--- config.mk ---
export PLATFORM = sky130hd
export DESIGN_NAME = corr_pkt_sched_flat
export DESIGN_NICKNAME = d
export VERILOG_FILES = /design/src/rtl/corr_pkt_sched_if.sv /design/src/rtl/corr_pkt_sched.sv /design/src/flat_wrapper.sv
export SDC_FILE = /design/constraint.sdc
export NUM_CORES = 1
export LEC_CHECK = 0
export ABC_AREA = 1
export BUFFER_PORTS_ARGS = -buffer_cell sky130_fd_sc_hd__buf_2
export CORE_ASPECT_RATIO = 0.7
export CORE_MARGIN = 1
export CORE_UTILIZATION = 55
export DETAILED_ROUTE_END_ITERATION = 8
export PLACE_DENSITY = 0.82
export SLEW_MARGIN = 30
export SYNTH_ARGS = -nofsm -noshare
export SYNTH_HDL_FRONTEND = slang
export SYNTH_SLANG_ARGS = --single-unit
--- constraint.sdc ---
create_clock -name i_clk -period 8.7 [get_ports i_clk]
set_input_delay 0.435 -clock i_clk [delete_from_list [all_inputs] [get_ports i_clk]]
set_output_delay 0.435 -clock i_clk [all_outputs]
set_load 0.03 [all_outputs]
--- src/rtl/corr_pkt_sched_if.sv ---
// Byte-wide push bus from the packet scheduler into the shared downstream FIFO.
interface corr_pkt_sched_if #(
    parameter int FIFO_DEPTH = 50
);
    localparam int NFREE_W = $clog2(FIFO_DEPTH + 1);

    logic [7:0]         o_fifo_data;
    logic               o_fifo_push;
    logic [NFREE_W-1:0] i_fifo_nFree;

    modport master (output o_fifo_data, output o_fifo_push, input  i_fifo_nFree);
    modport slave  (input  o_fifo_data, input  o_fifo_push, output i_fifo_nFree);
endinterface

--- src/rtl/corr_pkt_sched.sv ---
// Round-robin scheduler: one holding slot per correlator channel, whole packets
// written byte by byte into a shared FIFO, with saturating per-channel drop counters.
module corr_pkt_sched #(
    parameter int  N_CHAN     = 4,
    parameter int  PKT_BYTES  = 5,
    parameter int  FIFO_DEPTH = 50,
    localparam int CHAN_W     = (N_CHAN > 1) ? $clog2(N_CHAN) : 1,
    localparam int IDX_W      = (PKT_BYTES > 1) ? $clog2(PKT_BYTES) : 1,
    localparam int PKT_W      = 8 * PKT_BYTES
) (
    input  logic                      i_clk,
    input  logic                      i_rst_n,
    input  logic                      i_cg,
    input  logic                      i_flush,
    input  logic [N_CHAN-1:0]         i_req_strobe,
    input  logic [N_CHAN*PKT_W-1:0]   i_req_pkt,
    corr_pkt_sched_if.master          io_fifo,
    output logic [N_CHAN-1:0]         o_holdValid,
    output logic [CHAN_W-1:0]         o_grant,
    output logic                      o_busy,
    output logic [N_CHAN*8-1:0]       o_dropCount
);

    if (N_CHAN < 1 || PKT_BYTES < 1 || PKT_BYTES > FIFO_DEPTH) begin : g_bad_params
        $error("corr_pkt_sched: need N_CHAN>=1 and 1<=PKT_BYTES<=FIFO_DEPTH");
    end

    typedef enum logic {ST_IDLE, ST_SEND} state_t;

    state_t              r_state;
    state_t              w_next_state;
    logic [N_CHAN-1:0]   r_hold_valid;
    logic [7:0]          r_hold_pkt [N_CHAN][PKT_BYTES];
    logic [7:0]          r_drop     [N_CHAN];
    logic [CHAN_W-1:0]   r_rr;
    logic [CHAN_W-1:0]   r_grant;
    logic [IDX_W-1:0]    r_idx;

    logic                w_any;
    logic                w_hi_found;
    logic [CHAN_W-1:0]   w_low;
    logic [CHAN_W-1:0]   w_hi;
    logic [CHAN_W-1:0]   w_pick;
    logic                w_start;
    logic                w_last;
    logic [N_CHAN-1:0]   w_free;
    logic [N_CHAN-1:0]   w_capture;
    logic [N_CHAN-1:0]   w_drop;

    // NOTE: every variable gets a default before any branch, so no path can infer a latch.
    always_comb begin
        w_any      = 1'b0;
        w_hi_found = 1'b0;
        w_low      = '0;
        w_hi       = '0;
        // Descending scans leave the lowest candidate overall and the lowest at/after r_rr.
        for (int c = N_CHAN - 1; c >= 0; c--) begin
            if (r_hold_valid[c]) begin
                w_any = 1'b1;
                w_low = CHAN_W'(c);
                if (c >= int'(r_rr)) begin
                    w_hi_found = 1'b1;
                    w_hi       = CHAN_W'(c);
                end
            end
        end
        w_pick = w_hi_found ? w_hi : w_low;
    end

    always_comb begin
        w_next_state        = r_state;
        w_start             = 1'b0;
        w_last              = 1'b0;
        io_fifo.o_fifo_push = 1'b0;
        io_fifo.o_fifo_data = 8'h00;
        case (r_state)
            ST_IDLE: begin
                if (w_any && int'(io_fifo.i_fifo_nFree) >= PKT_BYTES) begin
                    w_start      = 1'b1;
                    w_next_state = ST_SEND;
                end
            end
            ST_SEND: begin
                io_fifo.o_fifo_push = 1'b1;
                io_fifo.o_fifo_data = r_hold_pkt[r_grant][r_idx];
                if (int'(r_idx) == PKT_BYTES - 1) begin
                    w_last       = 1'b1;
                    w_next_state = ST_IDLE;
                end
            end
            default: w_next_state = ST_IDLE;
        endcase
    end

    // A slot released on the last byte edge may accept a new packet on that same edge.
    always_comb begin
        w_free    = '0;
        w_capture = '0;
        w_drop    = '0;
        for (int c = 0; c < N_CHAN; c++) begin
            w_free[c]    = w_last && (int'(r_grant) == c);
            w_capture[c] = i_req_strobe[c] && (!r_hold_valid[c] || w_free[c]);
            w_drop[c]    = i_req_strobe[c] && !w_capture[c];
        end
    end

    // NOTE: sequential state uses <= so every register samples pre-edge values.
    always_ff @(posedge i_clk) begin
        if (!i_rst_n) begin
            r_state <= ST_IDLE;
        end else if (i_cg) begin
            r_state <= i_flush ? ST_IDLE : w_next_state;
        end
    end

    always_ff @(posedge i_clk) begin
        if (!i_rst_n) begin
            r_hold_valid <= '0;
            r_rr         <= '0;
            r_grant      <= '0;
            r_idx        <= '0;
            for (int c = 0; c < N_CHAN; c++) r_drop[c] <= '0;
        end else if (i_cg) begin
            if (i_flush) begin
                r_hold_valid <= '0;
                r_idx        <= '0;
                for (int c = 0; c < N_CHAN; c++) r_drop[c] <= '0;
            end else begin
                r_hold_valid <= (r_hold_valid & ~w_free) | w_capture;
                for (int c = 0; c < N_CHAN; c++) begin
                    if (w_drop[c] && r_drop[c] != 8'hFF) r_drop[c] <= r_drop[c] + 8'd1;
                end
                if (w_start) begin
                    r_grant <= w_pick;
                    r_idx   <= '0;
                end else if (w_last) begin
                    r_idx <= '0;
                    r_rr  <= (int'(r_grant) == N_CHAN - 1) ? '0 : r_grant + 1'b1;
                end else if (r_state == ST_SEND) begin
                    r_idx <= r_idx + 1'b1;
                end
            end
        end
    end

    // NOTE: packet storage is not reset; r_hold_valid alone says whether a slot is meaningful.
    always_ff @(posedge i_clk) begin
        if (i_rst_n && i_cg && !i_flush) begin
            for (int c = 0; c < N_CHAN; c++) begin
                if (w_capture[c]) begin
                    for (int b = 0; b < PKT_BYTES; b++) begin
                        r_hold_pkt[c][b] <= i_req_pkt[c*PKT_W + 8*b +: 8];
                    end
                end
            end
        end
    end

    always_comb begin
        o_dropCount = '0;
        for (int c = 0; c < N_CHAN; c++) o_dropCount[8*c +: 8] = r_drop[c];
    end

    assign o_holdValid = r_hold_valid;
    assign o_grant     = r_grant;
    assign o_busy      = (r_state == ST_SEND);

endmodule

--- src/flat_wrapper.sv ---
// flat-port wrapper written by rule: the top's interface ports become plain ports
module corr_pkt_sched_flat 
#(
    parameter int  N_CHAN     = 4,
    parameter int  PKT_BYTES  = 5,
    parameter int  FIFO_DEPTH = 50,
    localparam int CHAN_W     = (N_CHAN > 1) ? $clog2(N_CHAN) : 1,
    localparam int IDX_W      = (PKT_BYTES > 1) ? $clog2(PKT_BYTES) : 1,
    localparam int PKT_W      = 8 * PKT_BYTES
)
  (i_clk, i_rst_n, i_cg, i_flush, i_req_strobe, i_req_pkt, o_holdValid, o_grant, o_busy, o_dropCount, io_fifo_o_fifo_data, io_fifo_o_fifo_push, io_fifo_i_fifo_nFree);
  corr_pkt_sched_if #(.FIFO_DEPTH(FIFO_DEPTH)) io_fifo_i ();
  input  logic i_clk;
  input  logic i_rst_n;
  input  logic i_cg;
  input  logic i_flush;
  input  logic [N_CHAN-1:0] i_req_strobe;
  input  logic [N_CHAN*PKT_W-1:0] i_req_pkt;
  output logic [N_CHAN-1:0] o_holdValid;
  output logic [CHAN_W-1:0] o_grant;
  output logic o_busy;
  output logic [N_CHAN*8-1:0] o_dropCount;
  output wire logic [$bits(io_fifo_i.o_fifo_data)-1:0] io_fifo_o_fifo_data;
  output wire logic [$bits(io_fifo_i.o_fifo_push)-1:0] io_fifo_o_fifo_push;
  input wire logic [$bits(io_fifo_i.i_fifo_nFree)-1:0] io_fifo_i_fifo_nFree;
  assign io_fifo_o_fifo_data = io_fifo_i.o_fifo_data;
  assign io_fifo_o_fifo_push = io_fifo_i.o_fifo_push;
  assign io_fifo_i.i_fifo_nFree = io_fifo_i_fifo_nFree;
  corr_pkt_sched #(.N_CHAN(N_CHAN), .PKT_BYTES(PKT_BYTES), .FIFO_DEPTH(FIFO_DEPTH)) u_core (.i_clk(i_clk), .i_rst_n(i_rst_n), .i_cg(i_cg), .i_flush(i_flush), .i_req_strobe(i_req_strobe), .i_req_pkt(i_req_pkt), .io_fifo(io_fifo_i), .o_holdValid(o_holdValid), .o_grant(o_grant), .o_busy(o_busy), .o_dropCount(o_dropCount));
endmodule
After elaboration in Yosys (flattened, before gate mapping)
Memories as Yosys holds them, arrays and structs flattened. A register that Yosys moved wholly into a read port is not among the register bits.
Index checks and enable logic that the tools add are counted.
- memory bits (writable): 192
- flip-flop bits (word level): 12
- logic and storage cells: 164
- memories kept: 2
- memories (name ; words ; bits a word ; read ports ; clocked after memory_dff ; write ports ; RTL line ; RTL):
    u_core.r_hold_pkt ; 4 ; 40 ; 1 ; 1 ; 4 ; corr_pkt_sched.sv:33 ; logic [7:0] r_hold_pkt [N_CHAN][PKT_BYTES];
    u_core.r_drop ; 4 ; 8 ; 4 ; 0 ; 4 ; corr_pkt_sched.sv:34 ; logic [7:0] r_drop [N_CHAN];
- add/subtract/negate cells: 6
- reductions and logical operators: 37
- bitwise gates (word level): 15
- magnitude comparators: 5
- multiplexer cells: 86
- equality and inequality tests: 8
- operators by type and width (cell ; count):
    two-way mux 8 bit ; 11
    two-way mux 1 bit ; 54
    adder 8 x 1 -> 8 bit, second input constant ; 4
    inequality test 8 bit, second input constant ; 4
    two-way mux 2 bit ; 14
    binary-select mux 8 bit (select 3 bit) ; 1
    logical AND 1 bit ; 19
    two-way mux 3 bit ; 4
    logical NOT 1 bit ; 9
    OR 1 bit ; 8
    greater-or-equal comparator 6 x 3 -> 1 bit, second input constant ; 1
    AND 4 bit ; 1
    == test 2 bit, second input constant ; 2
    greater-or-equal comparator 1 x 2 -> 1 bit, first input constant ; 2
    greater-or-equal comparator 4 bit, second input constant ; 1
    logical OR 1 bit ; 4
    two-way mux 4 bit ; 1
    inverter 3 -> 4 bit ; 1
    inverter 4 bit ; 1
    OR 4 bit ; 1
    AND reduction 4 bit ; 1
    nonzero test 4 bit ; 1
    adder 3 x 1 -> 3 bit, second input constant ; 1
    == test 3 bit, second input constant ; 1
    other kinds (8) ; 10

Longest topological paths before layout
- depth after elaboration: 15
- mapped depth: 13
- gate-level depth less buffers: 10

Worst setup path before layout
Ideal clock, no wire load.
- kind: reg-to-reg
- start point: register u_core.r_idx[0]
- end point: memory u_core.r_hold_pkt[1][0] in the netlist's numbering (enable)
- setup slack: 4033 ps
- data arrival time: 4180 ps
- stages on the path, launching flop included: 9
- setup time: 487 ps
- cells stage by stage: dfxtp_1 > buf_2 > clkinv_1 > clkbuf_1 > ha_1 > nand3_1 > inv_1 > a21oi_1 > nor3_1
- RTL lines (element ; RTL line ; RTL):
    start, declared ; corr_pkt_sched.sv:37 ; logic [IDX_W-1:0] r_idx;
    start signal, assigned ; corr_pkt_sched.sv:140 ; r_idx <= r_idx + 1'b1;
    end, declared ; corr_pkt_sched.sv:33 ;

==> impl_metrics.env <==
export IMPL_status="complete, no violations"
export IMPL_crit_arrival_ns=3.64
export IMPL_worst_path_buf_inv=2
export IMPL_synth_adder_area_share_pct=1.362
export IMPL_drc=0
export IMPL_worstPathRequired_ns=8.84
export IMPL_period_share_pct=40.18
export IMPL_gp_congestion=0.9227
export IMPL_r2r_start="u_core.r_idx[0]$_SDFFE_PN0P_"
export IMPL_tightest_slew_ns=0.8770
export IMPL_start_util_pct=56.21
export IMPL_worstSetupStartpointType="register"
export IMPL_cp_max_fo=20
export IMPL_initialDrtViolationCount=727
export IMPL_dpl_instance_area_um2=10520
export IMPL_power_switching_uw=514.7
export IMPL_synthSimpleGateAreaFrac_pct=20.75
export IMPL_synth_cell_types=35
export IMPL_peakVddDrop_v=0.0001437
export IMPL_nNetsFinal=1326
export IMPL_stdcell_count=1380
export IMPL_syn_cell_area_um2=9189
export IMPL_place_inst=1345
export IMPL_worst_clock_skew_ns=0.02135
export IMPL_synth_compound_area_share_pct=4.303
export IMPL_min_from="i_req_pkt[34]"
export IMPL_synth_top_family_by_area="simple AND/OR/NAND/NOR gates"
export IMPL_fp_dieH_um=110.1
export IMPL_grt_pass1_wl_um=34710
export IMPL_hpwlAfterDp_um=16700
export IMPL_ys_seq_area_share_pct=64.92
export IMPL_clkPwrFrac_pct=39.6
export IMPL_power_density_nw_per_um2=197.1
export IMPL_fin_util_pct=68.38
export IMPL_io_pins=222
export IMPL_cts_setup_buffers=0
export IMPL_routed_via_density=5.212
export IMPL_syn_inst=924
export IMPL_syn_nets=1108
export IMPL_die_x_um=156.5
export IMPL_cts_resized=0
export IMPL_tns_ns=0
export IMPL_cts_sink_count=206
export IMPL_clock_latency_ns=0.50
export IMPL_synth_avg_cell_area_um2=9.945
export IMPL_slew_headroom_pct=41.53
export IMPL_critical_path_top_delay_family="buffers and inverters"
export IMPL_overflow=0
export IMPL_hold_path_class="input pin to register"
export IMPL_hold_viol_final=0
export IMPL_ctsHoldBuffers=0
export IMPL_wl_per_cell_um=17.13
export IMPL_cpMostUsedCell="nand3_1"
export IMPL_cts_buffers=20
export IMPL_syn_to_final_growth_pct=21.65
export IMPL_cts_root_buf="clkbuf_16"
export IMPL_clk_pin_slew_ns=0.07
export IMPL_cts_tree="yes"
export IMPL_switching_share_pct=23.36
export IMPL_p_leak_nw=4.989
export IMPL_grt_max_degree=82
export IMPL_internal_power_mw=1.689
export IMPL_finalWirelength_um=23640
export IMPL_grt_pass1_vias=6612
export IMPL_ant_nets=0
export IMPL_core_area_um2=16350
export IMPL_synth_warnings=0
export IMPL_track_usage_pct=27.09
export IMPL_io_buffers=221
export IMPL_critPathMaxStageDelay_ns=0.78
export IMPL_rows=39
export IMPL_drv_slew=0
export IMPL_synth_mux_area_share_pct=0
export IMPL_cp_end_kind="register"
export IMPL_final_area_um2=11180
export IMPL_cts_buffer_depth=3
export IMPL_h_tree_depth=1
export IMPL_synth_xor_xnor_area_share_pct=1.334
export IMPL_startpoint="u_core.r_idx[0]$_SDFFE_PN0P_"
export IMPL_path_class="register to register"
export IMPL_rsz0062_at_grt="false"
export IMPL_synth_seq_cells=206
export IMPL_diodes=0
export IMPL_die_area_um2=17240
export IMPL_crit_chain="clkinv_1, ha_1, nand3_1, inv_1, a21oi_1, nand3_2, nand3_1"
export IMPL_setup_viol=0
export IMPL_fmax_mhz=286.0
export IMPL_firstDrtPassIters=5
export IMPL_power_frac_comb_pct=9.5
export IMPL_vias=7193
export IMPL_p_seq_share_pct=50.9
export IMPL_antenna_found_initial=0
export IMPL_slowest_stage="dfxtp_1"
export IMPL_finalCriticalPeriod_ns=3.496
export IMPL_layout_drive_gt1_share_pct=23.72
export IMPL_max_cap_violations=0
==> logic make-up (layout without fill, tap and decap cells) <==
group	count (synthesis)	in the layout
buffers and inverters	175	406
AO/OA/AOI/OAI	74	74
adder cells (fa/ha/maj)	10	10
AND/OR/NAND/NOR	445	445
XOR/XNOR	14	14
flip-flops	206	206
==> final timing paths <==
check,to,slack (ns),cells after the start
min,u_core.r_hold_pkt[0][2]$_DFFE_PP_,0.11,1
min reg2reg,u_core.r_drop[2][7]$_SDFFE_PP0P_,0.49,2
max reg2reg,u_core.r_drop[1][5]$_SDFFCE_PN0P_,5.20,7
max,u_core.r_drop[1][5]$_SDFFCE_PN0P_,5.20,7
==> power by group through the flow <==
stage / Sequential (mW) / Clock [mW] / Combinational, mW
5_1_grt: 1.12 / 0.916 / 0.228
3_5_place_dp: 1.14 / 0 / 0.205
3_3_place_gp: 1.14 / 0 / 0.202
4_1_cts: 1.12 / 0.882 / 0.207
2_1_floorplan: 1.15 / 0 / 0.104
6_report: 1.12 / 0.872 / 0.209
==> cells in the final DEF, fill, tap and decap left out, types with 3 or more instances in the layout <==
cell type,Yosys,final
clkbuf_1,22,4
inv_2,3,4
o21ai_1,3,3
nor2_1,62,62
buf_2,4,221
nor3_1,13,10
xor2_1,11,11
clkbuf_16,0,20
o22ai_1,10,10
buf_4,1,8
nand2_1,241,241
inv_1,136,135
dfxtp_1,22,21
a21oi_1,27,26
edfxtp_1,184,184
ha_1,10,10
nand3_1,113,113
o21ai_0,29,29
nor3_2,1,4
clkinv_1,3,7
bufinv_16,0,3
xnor2_1,3,3
==> state kept, by name, indices dropped and copies added, names as in the netlist, named ones only <==
| register | count |
|---|---|
| u_core.o_holdValid | 4 |
| u_core.r_drop | 32 |
| u_core.r_hold_pkt | 160 |
| u_core.o_busy | 1 |
| u_core.o_grant | 2 |
| u_core.r_rr | 2 |
| u_core.r_idx | 3 |
==> worst register-to-register path, cell delays in order (launching register included) <==
cell	delay, ns
dfxtp_1	0.78
clkinv_1	0.69
ha_1	0.43
nand3_1	0.16
inv_1	0.12
a21oi_1	0.32
nand3_2	0.26
nand3_1	0.37
==> Yosys cell counts (all sizes together) <==
library cell | instances | area (µm²)
or2 | 2 | 12.51
o22ai | 10 | 62.56
a21boi | 1 | 7.510
nor2 | 64 | 255.2
nand2 | 243 | 922.1
edfxtp | 184 | 5525
a21oi | 27 | 135.1
clkbuf | 22 | 82.58
o31ai | 2 | 15.01
xnor2 | 3 | 26.28
clkinv | 3 | 11.26
xor2 | 11 | 96.34
inv | 139 | 521.8
o21ai | 32 | 160.1
and2 | 1 | 6.260
buf | 11 | 57.56
dfxtp | 22 | 440.4
ha | 10 | 125.1
nand3 | 115 | 593.1
nand3b | 2 | 15.01
nand4 | 2 | 12.51
nor3 | 14 | 75.07
o211ai | 2 | 15.01
nor3b | 2 | 15.01
==> metal layers <==
layer	routed length (µm)	GRT usage, %	up-vias	share of wire, %
met5	0	0	-	0
met1	10470	39.54	3315	44
met3	2239	5.864	33	9.5
met2	10540	41.65	366	45
met4	387	6.513	0	1.6
li1	-	-	3479	-
==> through the flow <==
stage / setup WS, ns / power (mW) / hold slack (ns)
after floorplan: 4.033 / 1.257 / 0.4851
after global placement: 5.471 / 1.344 / 0.4771
after detailed placement: 5.376 / 1.348 / 0.4816
after CTS: 5.238 / 2.211 / 0.09414
after global routing: 5.022 / 2.269 / 0.09380
final: 5.204 / 2.204 / 0.1069
==> layout make-up <==
| class | instances | area, µm² |
|---|---|---|
| fill | 1261 | 5169 |
| clock inverter | 11 | 138.9 |
| clock buffer | 24 | 515.5 |
| timing repair buffer | 229 | 1166 |
| tap | 225 | 281.5 |
| inverter | 142 | 533.0 |
| sequential | 206 | 5967 |
| multi-input combinational | 543 | 2576 |
Power figures use the tool's default switching activity.
